## config.mk

```make
export PLATFORM = sky130hd
export DESIGN_NAME = riscv_mstage_lsu
export DESIGN_NICKNAME = d
export VERILOG_FILES = /design/src/rtl/riscv_mstage_lsu.sv
export SDC_FILE = /design/constraint.sdc
export NUM_CORES = 1
export LEC_CHECK = 0
export CAP_MARGIN = 5
export CORE_MARGIN = 2
export CORE_UTILIZATION = 43
export DETAILED_ROUTE_END_ITERATION = 7
export PLACE_DENSITY = 0.74
export SLEW_MARGIN = 40
export SYNTH_ARGS = -nofsm -noshare
export SYNTH_HDL_FRONTEND = slang
export SYNTH_SLANG_ARGS = --single-unit
```

## constraint.sdc

```tcl
create_clock -name i_riscv_em_clk -period 7 [get_ports i_riscv_em_clk]
set_input_delay 1.4 -clock i_riscv_em_clk [delete_from_list [all_inputs] [get_ports i_riscv_em_clk]]
set_output_delay 1.4 -clock i_riscv_em_clk [all_outputs]
set_load 0.02 [all_outputs]
```

## src/rtl/riscv_mstage_lsu.sv

```systemverilog
// rtl/riscv_mstage_lsu.sv - M-stage load/store unit: single-outstanding dmem bus, alignment check, load extension, stall
module riscv_mstage_lsu #(
    parameter int XLEN    = 64,
    parameter int TIMEOUT = 255
) (
    input  logic            i_riscv_em_clk,
    input  logic            i_riscv_em_rst,
    input  logic            i_riscv_mlsu_load_m,
    input  logic            i_riscv_mlsu_store_m,
    input  logic [1:0]      i_riscv_mlsu_storesrc_m,
    input  logic [2:0]      i_riscv_mlsu_memext_m,
    input  logic [XLEN-1:0] i_riscv_mlsu_addr_m,
    input  logic [XLEN-1:0] i_riscv_mlsu_storedata_m,
    input  logic            i_riscv_mlsu_kill_m,
    output logic            o_dmem_req,
    output logic            o_dmem_we,
    output logic [XLEN-1:0] o_dmem_addr,
    output logic [7:0]      o_dmem_be,
    output logic [XLEN-1:0] o_dmem_wdata,
    input  logic            i_dmem_gnt,
    input  logic            i_dmem_rvalid,
    input  logic [XLEN-1:0] i_dmem_rdata,
    input  logic            i_dmem_err,
    output logic            o_riscv_mlsu_stall,
    output logic [XLEN-1:0] o_riscv_mlsu_loaddata_m,
    output logic            o_riscv_mlsu_load_misaligned_m,
    output logic            o_riscv_mlsu_store_misaligned_m,
    output logic            o_riscv_mlsu_access_fault_m,
    output logic            o_riscv_mlsu_done_m
);
    localparam int CW = $clog2(TIMEOUT + 1);

    typedef enum logic [1:0] {S_IDLE, S_REQ, S_RESP, S_DONE} state_t;

    state_t            state_q, state_d;
    logic              active, misaligned, start, timeout_hit, drop_now;
    logic [1:0]        size;
    logic [7:0]        be_d;
    logic [XLEN-1:0]   wdata_d, lane;
    logic [CW-1:0]     cnt_q;
    logic              drop_q, we_q, err_q, tout_q;
    logic [7:0]        be_q;
    logic [2:0]        memext_q;
    logic [XLEN-1:0]   addr_q, wdata_q, rdata_q;

    // memext[1:0] already encodes the load size, including 111 as a double
    assign size   = i_riscv_mlsu_load_m ? i_riscv_mlsu_memext_m[1:0] : i_riscv_mlsu_storesrc_m;
    assign active = (i_riscv_mlsu_load_m | i_riscv_mlsu_store_m) & ~i_riscv_mlsu_kill_m & ~i_riscv_em_rst;

    always_comb begin
        misaligned = 1'b0;
        be_d       = 8'h01;
        wdata_d    = i_riscv_mlsu_storedata_m;
        case (size)
            2'b00: begin
                be_d    = 8'h01;
                wdata_d = {(XLEN/8){i_riscv_mlsu_storedata_m[7:0]}};
            end
            2'b01: begin
                misaligned = i_riscv_mlsu_addr_m[0];
                be_d       = 8'h03;
                wdata_d    = {(XLEN/16){i_riscv_mlsu_storedata_m[15:0]}};
            end
            2'b10: begin
                misaligned = |i_riscv_mlsu_addr_m[1:0];
                be_d       = 8'h0F;
                wdata_d    = {(XLEN/32){i_riscv_mlsu_storedata_m[31:0]}};
            end
            default: begin
                misaligned = |i_riscv_mlsu_addr_m[2:0];
                be_d       = 8'hFF;
            end
        endcase
        be_d = be_d << i_riscv_mlsu_addr_m[2:0];
    end

    assign o_riscv_mlsu_load_misaligned_m  = active & i_riscv_mlsu_load_m & misaligned;
    assign o_riscv_mlsu_store_misaligned_m = active & ~i_riscv_mlsu_load_m & misaligned;
    assign start       = active & ~misaligned & (state_q == S_IDLE);
    assign timeout_hit = (cnt_q == CW'(TIMEOUT - 1));
    assign drop_now    = drop_q | i_riscv_mlsu_kill_m;

    always_ff @(posedge i_riscv_em_clk or posedge i_riscv_em_rst) begin
        if (i_riscv_em_rst) state_q <= S_IDLE;
        else                state_q <= state_d;
    end

    always_comb begin
        state_d = state_q;
        case (state_q)
            S_IDLE: if (start) state_d = S_REQ;
            S_REQ: begin
                if (i_riscv_mlsu_kill_m)  state_d = S_IDLE;
                else if (i_dmem_gnt)      state_d = S_RESP;
                else if (timeout_hit)     state_d = S_DONE;
            end
            S_RESP: begin
                if (i_dmem_rvalid || timeout_hit) state_d = drop_now ? S_IDLE : S_DONE;
            end
            default: state_d = S_IDLE;
        endcase
    end

    always_ff @(posedge i_riscv_em_clk or posedge i_riscv_em_rst) begin
        if (i_riscv_em_rst) begin
            cnt_q    <= '0;
            drop_q   <= 1'b0;
            we_q     <= 1'b0;
            err_q    <= 1'b0;
            tout_q   <= 1'b0;
            be_q     <= '0;
            memext_q <= '0;
            addr_q   <= '0;
            wdata_q  <= '0;
            rdata_q  <= '0;
        end else begin
            if (start) begin
                cnt_q    <= '0;
                drop_q   <= 1'b0;
                err_q    <= 1'b0;
                tout_q   <= 1'b0;
                we_q     <= ~i_riscv_mlsu_load_m;
                be_q     <= be_d;
                memext_q <= i_riscv_mlsu_memext_m;
                addr_q   <= i_riscv_mlsu_addr_m;
                wdata_q  <= wdata_d;
            end else if (state_q == S_REQ || state_q == S_RESP) begin
                cnt_q <= cnt_q + 1'b1;
            end
            if (state_q == S_RESP && i_riscv_mlsu_kill_m) drop_q <= 1'b1;
            if (state_q == S_RESP && i_dmem_rvalid) begin
                rdata_q <= i_dmem_rdata;
                err_q   <= i_dmem_err;
            end
            // DONE reached without an accepted response can only be a timeout
            if (state_d == S_DONE && state_q != S_DONE && !(state_q == S_RESP && i_dmem_rvalid))
                tout_q <= 1'b1;
        end
    end

    assign lane = rdata_q >> {addr_q[2:0], 3'b000};

    always_comb begin
        o_dmem_req                  = 1'b0;
        o_riscv_mlsu_stall          = 1'b0;
        o_riscv_mlsu_done_m         = 1'b0;
        o_riscv_mlsu_access_fault_m = 1'b0;
        o_riscv_mlsu_loaddata_m     = '0;
        case (state_q)
            S_IDLE: o_riscv_mlsu_stall = start;
            S_REQ: begin
                o_dmem_req         = 1'b1;
                o_riscv_mlsu_stall = 1'b1;
            end
            S_RESP: o_riscv_mlsu_stall = 1'b1;
            default: begin
                o_riscv_mlsu_done_m         = 1'b1;
                o_riscv_mlsu_access_fault_m = err_q | tout_q;
                case (memext_q)
                    3'b000:  o_riscv_mlsu_loaddata_m = {{(XLEN-8){lane[7]}}, lane[7:0]};
                    3'b001:  o_riscv_mlsu_loaddata_m = {{(XLEN-16){lane[15]}}, lane[15:0]};
                    3'b010:  o_riscv_mlsu_loaddata_m = {{(XLEN-32){lane[31]}}, lane[31:0]};
                    3'b100:  o_riscv_mlsu_loaddata_m = {{(XLEN-8){1'b0}}, lane[7:0]};
                    3'b101:  o_riscv_mlsu_loaddata_m = {{(XLEN-16){1'b0}}, lane[15:0]};
                    3'b110:  o_riscv_mlsu_loaddata_m = {{(XLEN-32){1'b0}}, lane[31:0]};
                    default: o_riscv_mlsu_loaddata_m = lane;
                endcase
            end
        endcase
    end

    assign o_dmem_we    = o_dmem_req & we_q;
    assign o_dmem_addr  = o_dmem_req ? {addr_q[XLEN-1:3], 3'b000} : '0;
    assign o_dmem_be    = o_dmem_req ? be_q : '0;
    assign o_dmem_wdata = o_dmem_req ? wdata_q : '0;
endmodule

```

### Word level (Yosys, flattened, before mapping)

Cells that the tools add are included.

* shift operators: 2
* $add $sub $neg: 1
* bitwise gates (word level): 16
* mux-type cells: 26
* reduce and logical (&&, ||, !) cells: 18
* eq/ne operators: 12

Operators by type and width (number)
* case mux 64 bit (6 select lines): 1
* two-way mux 64 bit: 3
* case mux 64 bit (3 select lines): 1
* >> shifter 64 x 6 -> 64 bit: 1
* two-way mux 8 bit: 3
* case mux 8 bit (3 select lines): 1
* two-way mux 2 bit: 7
* bitwise AND 1 bit: 9
* equality test 3 bit (second input constant): 3
* adder 8 x 1 -> 8 bit (second input constant): 1
* equality test 8 bit (second input constant): 1
* nonzero test 2 bit: 4
* << shifter 8 x 3 -> 8 bit: 1
* two-way mux 1 bit: 7
* equality test 2 bit (second input constant): 3
* case mux 2 bit (3 select lines): 1
* OR reduction 3 bit: 2
* equality test 2 x 1 -> 1 bit (second input constant): 2
* logical AND 1 bit: 4
* zero test 2 bit: 2
* inverter 1 bit: 4
* OR reduction 2 bit: 2
* equality test 3 x 1 -> 1 bit (second input constant): 1
* equality test 3 x 2 -> 1 bit (second input constant): 1
* 7 further kinds: 10

* flip-flop bits (word level): 217
* input port bits: 205
* word-level logic and storage cells: 86
* output and inout bits: 207

### Depth between registers and ports, before layout

Gate-level depths: netlist of the first run.

* word-level depth: 12
* gate-level depth with buffers: 8
* gate-level depth less buffers: 7

### Worst setup path after synthesis of the first run

No wires, ideal clock.

* path kind: input-to-output
* from: in i_riscv_mlsu_load_m
* to: out o_riscv_mlsu_stall
* slack: 2.440 ns
* arrival time: 3.160 ns
* required time: 5.600 ns
* stages: 8
* buffers on the path: 3
* cells stage by stage: buf_2 > mux2i_2 > nand2_2 > a221oi_1 > buf_2 > buf_2 > nor2_1 > nor2_1

* cells in the longest elaborated chain, start to end: 7
* elaborated cells between the ends (all ways): 12
* classes of those cells: 2 x eq/ne; 3 x mux; 6 x bitwise; 1 x reduce/logical

RTL lines
* from (decl): RTL line 8 `input logic i_riscv_mlsu_load_m,`
* two-way mux 2 bit: RTL line 47 `assign size = i_riscv_mlsu_load_m ? i_riscv_mlsu_memext_m[1:0] : i_riscv_mlsu_storesrc_m;`
* equality test 2 bit (tied with other cells): RTL line 54 `case (size)`
* case mux 1 bit (3 select lines): RTL line 54
* inverter 1 bit: RTL line 79 `assign start = active & ~misaligned & (state_q == S_IDLE);`
* bitwise AND 1 bit (*) (2 in series): RTL line 79
* case mux 1 bit (2 select lines) (*): RTL line 149 `case (state_q)`
* to (decl): RTL line 24 `output logic o_riscv_mlsu_stall,`

Mark *: on every way between the ends. The rest lies on a longest branch, timed or not.

### Final worst setup path of the first run

* from: in i_riscv_mlsu_load_m
* to: out o_riscv_mlsu_store_misaligned_m

* cells in the longest elaborated chain, start to end: 5
* elaborated cells between the ends (all ways): 11
* classes of those cells: 2 x eq/ne; 2 x mux; 6 x bitwise; 1 x reduce/logical

RTL lines
* OR 1 bit: RTL line 48 `assign active = (i_riscv_mlsu_load_m | i_riscv_mlsu_store_m) & ~i_riscv_mlsu_kill_m & ~i_riscv_em_rst;`
* bitwise AND 1 bit (2 in series): RTL line 48
* bitwise AND 1 bit: RTL line 78 `assign o_riscv_mlsu_store_misaligned_m = active & ~i_riscv_mlsu_load_m & misaligned;`
* bitwise AND 1 bit (*): RTL line 78
* to (decl): RTL line 27 `output logic o_riscv_mlsu_store_misaligned_m,`

Marks and branches as above.

==> results.yml, run 1 <==
synthesis:
  synthCells: 1406
  ys.warnings.count: 0
  synth_ff_type: "dfrtp_1"
  synth-seq-cells: 217
  synth_largest_area_cell: "dfrtp_1"
  yosys-top-cells-area: "dfrtp_1 (43%), nand2_1 (10%), and2_1 (6.9%)"
  ys_types: 63
  postSynthAreaPerCell_um2: 9.000
  synth_top_cell_area_share_pct: 42.91
  synth_edf_count: 0
  netlist_area_um2: 12650
  yosysSeqAreaShare_pct: 42.91
  async_flop_share_pct: 100.0
timing:
  final-hold-violation-count: 0
  setup_violations: 0
  final.period_utilization_pct: 82.29
  finalSetupTns_ps: 0
  period_needed_ps: 5760
  fin_ws_ps: 1240
  drv_slew: 0
  finClkSkew_ps: 14.44
  hold_slack_ps: 466.0
  tightestPinTransition_ps: 797.8
  slew-limit-headroom_pct: 46.81
  timing.fmax_mhz: 173.6
  rsz0062_at_grt: "no"
final_layout:
  drive_above_1_share_pct: 10.19
  final_cell_mix: "clkdlybuf4s50_1 (408), nand2_1 (344), dfrtp_1 (215), and2_1 (140), nor2_1 (107)"
  final_common_cell: "clkdlybuf4s50_1"
  syn2layout_area_growth_pct: 41.29
  nets: 1959
  fill_cells: 2474
  multi_input_area_um2: 6741
  stdcell_count: 2156
  regArea_um2: 5435
global_routing:
  use_met2_pct: 43.09
  grt-busiest-layer: "met2"
  grt_max_degree: 151
  antenna_found_initial: 7
  grt_pass1_vias: 11350
  met3_usage_pct: 7.165
  grtUsageMet1_pct: 35.80
  grt_pass1_wl_um: 65410
  grt_overflow_total: 0
  track_usage_pct: 26.80
worst_setup_path:
  cp.arrival_ps: 4360
  crit_start: "i_riscv_mlsu_load_m"
  worstPathRequired_ps: 5600
  reg2regPathDepth: 8
  criticalPathCategory: "input pin to primary output"
  critPathCaptureType: "primary output"
  start_kind: "input pin"
  reg2reg_slack_ps: 4190
  rr_startpoint: "state_q[1]"
  path_max_fanout: 25
cts:
  cts_tree: "done"
  cts_resized: 0
  root_buffer: "clkbuf_16"
  post_cts_buffers: 0
  cts_buffers: 25
  cts.clk_slew.worst_paths_ps: 60
  cts.sinks: 217
  insertion_delay_ps: 530
  cts-hold-fix-buffers: 0
  clock_path_buffers: 3
  cts.htree.levels: 1
flow_run:
  maxCapViolCount: 0
drt:
  routedWlPerCell_um: 19.72
  vias: 11700
  ant_nets: 0
  via_per_inst: 5.425
  drt_iter0_drc: 923
  remaining_drc_errors: 0
  finalWirelength_um: 42510
  dr.pass1.iters: 5
die:
  io_pins: 412
  die_h_um: 175.6
  core-area_um2: 28860
  num_rows: 62
  start_util_pct: 43.85
  dieWidth_um: 175.6
  die-area_um2: 30820
placed_design:
  dp_slack_ps: 1286
  port-buffer-count: 408
  gp_congestion: 0.9086
  hpwlAfterDp_um: 29990
  placed_cells_incl_taps: 2103
status:
  status: "finished clean"
power_and_ir_drop:
  leakagePower_nw: 7.593
  power_mw: 7.000
  power.density_nw_per_um2: 391.5
  ir_drop_mv: 0.2419
hold_path:
  hold_class: "flop to flop"
  min_path_cells: 2
  hold_start: "addr_q[54]"
==> final cells by class <==
cell class | instances | share of cell area, %
inverter | 11 | 0.2519
sequential | 217 | 30.40
tap | 384 | 2.687
clock buffer | 33 | 3.835
clock inverter | 12 | 0.9797
multi-input combinational | 1066 | 37.70
timing repair buffer | 427 | 24.06
antenna | 6 | 0.08398
==> metal layers <==
layer / routed length, µm / up-vias
met4: 1034 / 4
met1: 17570 / 5665
li1: - / 5458
met2: 20080 / 499
met3: 3795 / 71
met5: 29 / -
==> report_power, final <==
group / switching [mW] / total (mW) / leakage (nW) / internal (mW)
Sequential: 0.549 / 2.41 / 2.64 / 1.86
Combinational: 1.66 / 3.20 / 4.54 / 1.54
Clock: 0.550 / 1.39 / 0.413 / 0.838
Total: 2.76 / 7.00 / 7.59 / 4.24
==> critical path: stages <==
cell	delay, ps
clkdlybuf4s50_1	800
mux2_2	670
nor2_1	290
nor4_1	330
and3b_1	240
clkdlybuf4s50_1	610
==> path summary, 6_finish.rpt <==
| kind | endpoint |
|---|---|
| worst max register to register | memext_q[1] |
| max in group asynchronous | addr_q[55] |
| min in group asynchronous | state_q[1] |
| worst max-delay path | o_riscv_mlsu_store_misaligned_m |
| worst min register to register | addr_q[54] |
| worst min-delay path | addr_q[54] |
==> cells by family after synthesis <==
group / after synthesis / share of synthesized area (%)
AO/OA/AOI/OAI: 242 / 12.71
other: 1 / 0.02963
flip-flops: 217 / 42.91
XOR/XNOR: 7 / 0.4845
multiplexers: 156 / 15.28
adder cells (fa/ha/maj): 6 / 0.5932
AND/OR/NAND/NOR: 652 / 23.78
buffers and inverters: 125 / 4.222
==> cell usage after synthesis (7+ instances only) <==
cell / count
a211oi_1: 23
a21boi_0: 15
a21oi_1: 36
a2bb2oi_1: 11
a31oi_1: 21
and2_1: 140
and3_1: 7
buf_2: 34
clkbuf_1: 69
dfrtp_1: 217
inv_1: 10
mux2_2: 74
mux2i_1: 59
mux4_2: 22
nand2_1: 345
nor2_1: 107
nor2b_1: 25
nor3b_2: 7
o21ai_0: 59
o22ai_1: 18
o2bb2ai_1: 8
o31ai_1: 15
==> metrics by stage <==
stage                     area, µm²  util [%]
final                         17880     61.96
after global routing          17870     61.93
after CTS                     17820     61.76
after detailed placement      16960     58.78
after global placement        16910     58.60
after floorplan               12670         -
==> registers in the layout, summed over array words and instances (netlist names) <==
register,cells
we_q,1
err_q,1
memext_q,3
drop_q,1
rdata_q,64
state_q,2
be_q,8
cnt_q,8
wdata_q,64
tout_q,1
addr_q,64
Power figures use the tool's default switching activity.
==> run 2, diff against run 1 <==
clock period = 4.8 ns   (was 7 ns; I/O delays follow)
==> run 2 against run 1 <==
Effect of this change:
- critical path depth is the same
- cell area grew 0.64%
- core utilization grew 0.40 points
- critical path type is now flop to primary output
- critical endpoint is now o_riscv_mlsu_loaddata_m[28]
- largest cell class unchanged
==> results.yml, run 2 (synthesis results as in run 1) <==
hold_path:
  min_path_cells: 2
  hold_start: "addr_q[3]"
  hold_class: "flop to flop"
  min_to: "addr_q[3]"
cts:
  cts_buffers: 26
  clock_path_buffers: 3
  cts-hold-fix-buffers: 0
  root_buffer: "clkbuf_16"
  post_cts_buffers: 0
  cts.htree.levels: 1
  insertion_delay_ps: 540
  cts.clk_slew.worst_paths_ps: 50
  cts_tree: "done"
  cts_resized: 0
  cts.sinks: 217
power_and_ir_drop:
  power_mw: 10.22
  ir_drop_mv: 0.3081
  clock_power_share_pct: 19.2
  power.switching_mw: 3.995
  intPower_mw: 6.222
  swShare_pct: 39.10
  pwr-share-seq_pct: 33.9
  power.density_nw_per_um2: 567.8
  comb_power_share_pct: 46.9
  leakagePower_nw: 7.675
worst_setup_path:
  start_kind: "flop"
  worstPathRequired_ps: 3840
  crit_start: "addr_q[2]"
  critPathCaptureType: "primary output"
  r2r-end: "wdata_q[28]"
  path_max_fanout: 16
  rr_startpoint: "state_q[1]"
  reg2reg_slack_ps: 2030
  cp.arrival_ps: 3600
  reg2regPathDepth: 8
  criticalPathCategory: "flop to primary output"
final_layout:
  fill_cells: 2442
  final_area_um2: 17990
  syn2layout_area_growth_pct: 42.20
  final_cell_mix: "clkdlybuf4s50_1 (408), nand2_1 (344), dfrtp_1 (215), and2_1 (140), nor2_1 (107)"
  nets: 1976
  drive_above_1_share_pct: 10.78
  final_common_cell: "clkdlybuf4s50_1"
  reg_top3: "addr_q x64, rdata_q x64, wdata_q x64"
global_routing:
  grt_pass1_wl_um: 66330
  use_met2_pct: 44.34
  grt_max_degree: 139
  grtUsageMet1_pct: 34.84
  antenna_found_initial: 8
  track_usage_pct: 27.13
  grt_overflow_total: 0
  grt-busiest-layer: "met2"
  grt_pass1_vias: 11700
  met3_usage_pct: 7.554
drt:
  routedWlPerCell_um: 19.64
  via_per_inst: 5.407
  drt_iter0_drc: 840
  remaining_drc_errors: 0
  dr.pass1.iters: 5
  vias: 11720
  ant_nets: 0
  finalWirelength_um: 42570
placed_design:
  gp_congestion: 0.8874
  dpl_cell_area_um2: 17140
  port-buffer-count: 408
  hpwlAfterDp_um: 30620
  dp_slack_ps: 624.5
timing:
  rsz0062_at_grt: "no"
  slew-limit-headroom_pct: 44.94
  tightestPinTransition_ps: 824.2
  drv_slew: 0
  finClkSkew_ps: 15.51
  final.period_utilization_pct: 95.10
  period_needed_ps: 4565
  timing.fmax_mhz: 219.1
  setup_violations: 0
  final-hold-violation-count: 0
  finalSetupTns_ps: 0
  fin_ws_ps: 235.0
die:
  io_pins: 412
  num_rows: 62
  die_h_um: 175.6
  core-area_um2: 28860
  dieWidth_um: 175.6
  die-area_um2: 30820
  start_util_pct: 43.85
flow_run:
  maxCapViolCount: 0
status:
  status: "finished clean"
-- run 2: per-layer routing --
layer	vias to the layer above	routed length (µm)
met1	5644	17650
met2	490	19640
met4	8	1567
li1	5478	-
met5	-	57
met3	96	3656
-- run 2: critical path: stages, from the launching register on --
cell and delay (ps):
dfrtp_1 540, inv_2 130, mux4_2 550, nor3_4 480, a21oi_2 260, a21boi_0 420, clkdlybuf4s50_1 680
-- run 2: layout make-up --
cell class	instances	area, µm²	share of cell area [%]
Timing Repair Buffer	443	4438	24.66
Inverter	11	45.04	0.2503
Tap cell	384	480.5	2.670
Clock buffer	39	760.7	4.227
Sequential cell	217	5435	30.20
Antenna cell	2	5.005	0.02781
Multi-Input combinational cell	1066	6751	37.52
Clock inverter	5	78.83	0.4380
-- run 2: worst max-delay path by stage --
stage,end
finish,o_riscv_mlsu_loaddata_m[28]
detailed placement,o_riscv_mlsu_stall
global placement,o_riscv_mlsu_stall
CTS,o_riscv_mlsu_loaddata_m[28]
global route,o_riscv_mlsu_loaddata_m[28]
floorplan,addr_q[0]
-- run 2: metrics by stage --
stage | hold slack (ps) | utilization [%] | instances
6_report | 464.8 | 62.36 | 2167
5_1_grt | 486.6 | 62.35 | 2166
4_1_cts | 468.4 | 62.29 | 2165
3_5_place_dp | 454.3 | 59.38 | 2121
3_3_place_gp | 449.3 | 59.17 | 2118
2_1_floorplan | 435.6 | - | 1408
-- run 2: power by group through the flow --
stage               registers, mW  logic, mW  clock network, mW
floorplan                    3.15       3.38                  0
global placement             3.41       4.67                  0
detailed placement           3.45       4.77                  0
CTS                          3.44       4.79               2.00
global route                 3.57       5.21               2.07
finish                       3.46       4.79               1.96
==> run 3, diff against run 2 <==
SLEW_MARGIN = 20   (was 40)
==> run 3 against run 2 <==
Effect of this change:
- register-to-register slack lost 180 ps
- routed wire length grew 0.36%
- first-iteration DRC count is 19% higher
- cell area shrank 0.29%
- die area unchanged
- global-route usage is 0.11 points higher
- sequential share of layout area rose by 0.089 points
- worst hold slack about the same
- maximum frequency is 0.10% higher
- combinational power about the same
- largest power group unchanged
==> results.yml, run 3 (synthesis results as in run 1) <==
power_and_ir_drop:
  ir_drop_mv: 0.3307
  leakagePower_nw: 7.655
  intPower_mw: 6.207
  power.density_nw_per_um2: 569.7
  comb_power_share_pct: 46.8
  swShare_pct: 39.27
  power.switching_mw: 4.014
  pwr-share-seq_pct: 33.8
  clock_power_share_pct: 19.4
status:
  status: "finished clean"
final_layout:
  nets: 1973
  drive_above_1_share_pct: 10.95
  stdcell_count: 2167
  final_cell_mix: "clkdlybuf4s50_1 (408), nand2_1 (344), dfrtp_1 (215), and2_1 (140), nor2_1 (107)"
  syn2layout_area_growth_pct: 41.78
  reg_top3: "addr_q x64, rdata_q x64, wdata_q x64"
  final_common_cell: "clkdlybuf4s50_1"
worst_setup_path:
  start_kind: "flop"
  cp.arrival_ps: 3600
  crit_start: "addr_q[2]"
  critPathMaxStageDelay_ps: 680
  timing.critical_path.buf_inv: 2
  critPathCaptureType: "primary output"
  criticalPathCategory: "flop to primary output"
  rr_startpoint: "state_q[1]"
  path_max_fanout: 16
  worstPathRequired_ps: 3840
  critPathSlowestCell: "clkdlybuf4s50_1"
  cpLargestDelayFamily: "buffers and inverters"
  path_cells: "inv_2, mux4_2, nor3_4, a21oi_2, a21boi_0, clkdlybuf4s50_1"
die:
  die_h_um: 175.6
  core-area_um2: 28860
  io_pins: 412
  num_rows: 62
  start_util_pct: 43.85
  die-area_um2: 30820
  dieWidth_um: 175.6
drt:
  via_per_inst: 5.417
  vias: 11740
  finalWirelength_um: 42720
  routedWlPerCell_um: 19.71
  dr.pass1.iters: 5
  remaining_drc_errors: 0
  ant_nets: 0
  drt_iter0_drc: 1003
timing:
  period_needed_ps: 4560
  slew-limit-headroom_pct: 28.63
  finClkSkew_ps: 11.59
  final.period_utilization_pct: 95.01
  setup_violations: 0
  finalSetupTns_ps: 0
  fin_ws_ps: 239.6
  timing.fmax_mhz: 219.3
  drv_slew: 0
  final-hold-violation-count: 0
  tightestPinTransition_ps: 1070
  rsz0062_at_grt: "no"
cts:
  cts_resized: 0
  clock_path_buffers: 3
  insertion_delay_ps: 540
  cts_tree: "done"
  cts-hold-fix-buffers: 0
  post_cts_buffers: 0
  cts_buffers: 26
  root_buffer: "clkbuf_16"
  cts.sinks: 217
  cts.htree.levels: 1
  cts.clk_slew.worst_paths_ps: 60
global_routing:
  antenna_found_initial: 2
  track_usage_pct: 27.24
  grt_max_degree: 139
  grt_pass1_vias: 11700
  grt_overflow_total: 0
  grt_pass1_wl_um: 66910
placed_design:
  port-buffer-count: 408
  gp_congestion: 0.8874
  hpwlAfterDp_um: 30410
  placed_cells_incl_taps: 2118
  dp_slack_ps: 607.9
flow_run:
  maxCapViolCount: 0
hold_path:
  hold_start: "addr_q[14]"
  hold_class: "flop to flop"
-- run 3: cell type report --
class / count / area (µm²)
multi-input combinational: 1066 / 6741
clock buffer: 39 / 790.8
inverter: 11 / 45.04
fill: 2485 / 10920
timing repair buffer: 440 / 4374
clock inverter: 8 / 70.07
antenna: 2 / 5.005
tap: 384 / 480.5
sequential: 217 / 5435
-- run 3: power by group through the flow --
stage	sequential (mW)	combinational [mW]	clock [mW]
6_report	3.46	4.78	1.98
3_5_place_dp	3.46	4.76	0
5_1_grt	3.57	5.20	2.10
2_1_floorplan	3.15	3.38	0
3_3_place_gp	3.41	4.67	0
4_1_cts	3.44	4.78	2.02
-- run 3: through the flow --
stage          hold WS, ps  area (µm²)  total power [mW]  utilization (%)
3_3_place_gp         449.3       17080             8.087            59.17
6_report             465.2       17940             10.22            62.17
4_1_cts              469.3       17940             10.25            62.16
2_1_floorplan        435.6       12670             6.530                -
5_1_grt              484.7       17940             10.87            62.17
3_5_place_dp         454.5       17080             8.212            59.17
-- run 3: worst reg2reg max path, stage by stage (launching register included) --
cell and delay, ps:
dfrtp_1 440, inv_1 110, ha_1 270, o211ai_1 240
a221oi_4 270, buf_4 490, buf_4 720, nand2_1 230
nand2_1 100
-- run 3: worst paths after layout --
check | to | slack [ps] | depth (start not counted)
min in group asynchronous | cnt_q[0] | 1020 | 2
setup / recovery | o_riscv_mlsu_loaddata_m[28] | 240 | 6
setup reg to reg | memext_q[0] | 1850 | 8
hold / removal | addr_q[14] | 470 | 2
max in group asynchronous | wdata_q[0] | 2800 | 3
hold reg to reg | addr_q[14] | 470 | 2
-- run 3: per-layer routing --
metal  vias up  wire length (µm)  global-route usage [%]
met5         -                 0                       0
met4         0              1154                   6.956
met3        70              3700                   6.926
met2       515             20050                   45.01
met1      5686             17810                   35.87
li1       5468                 -                       -
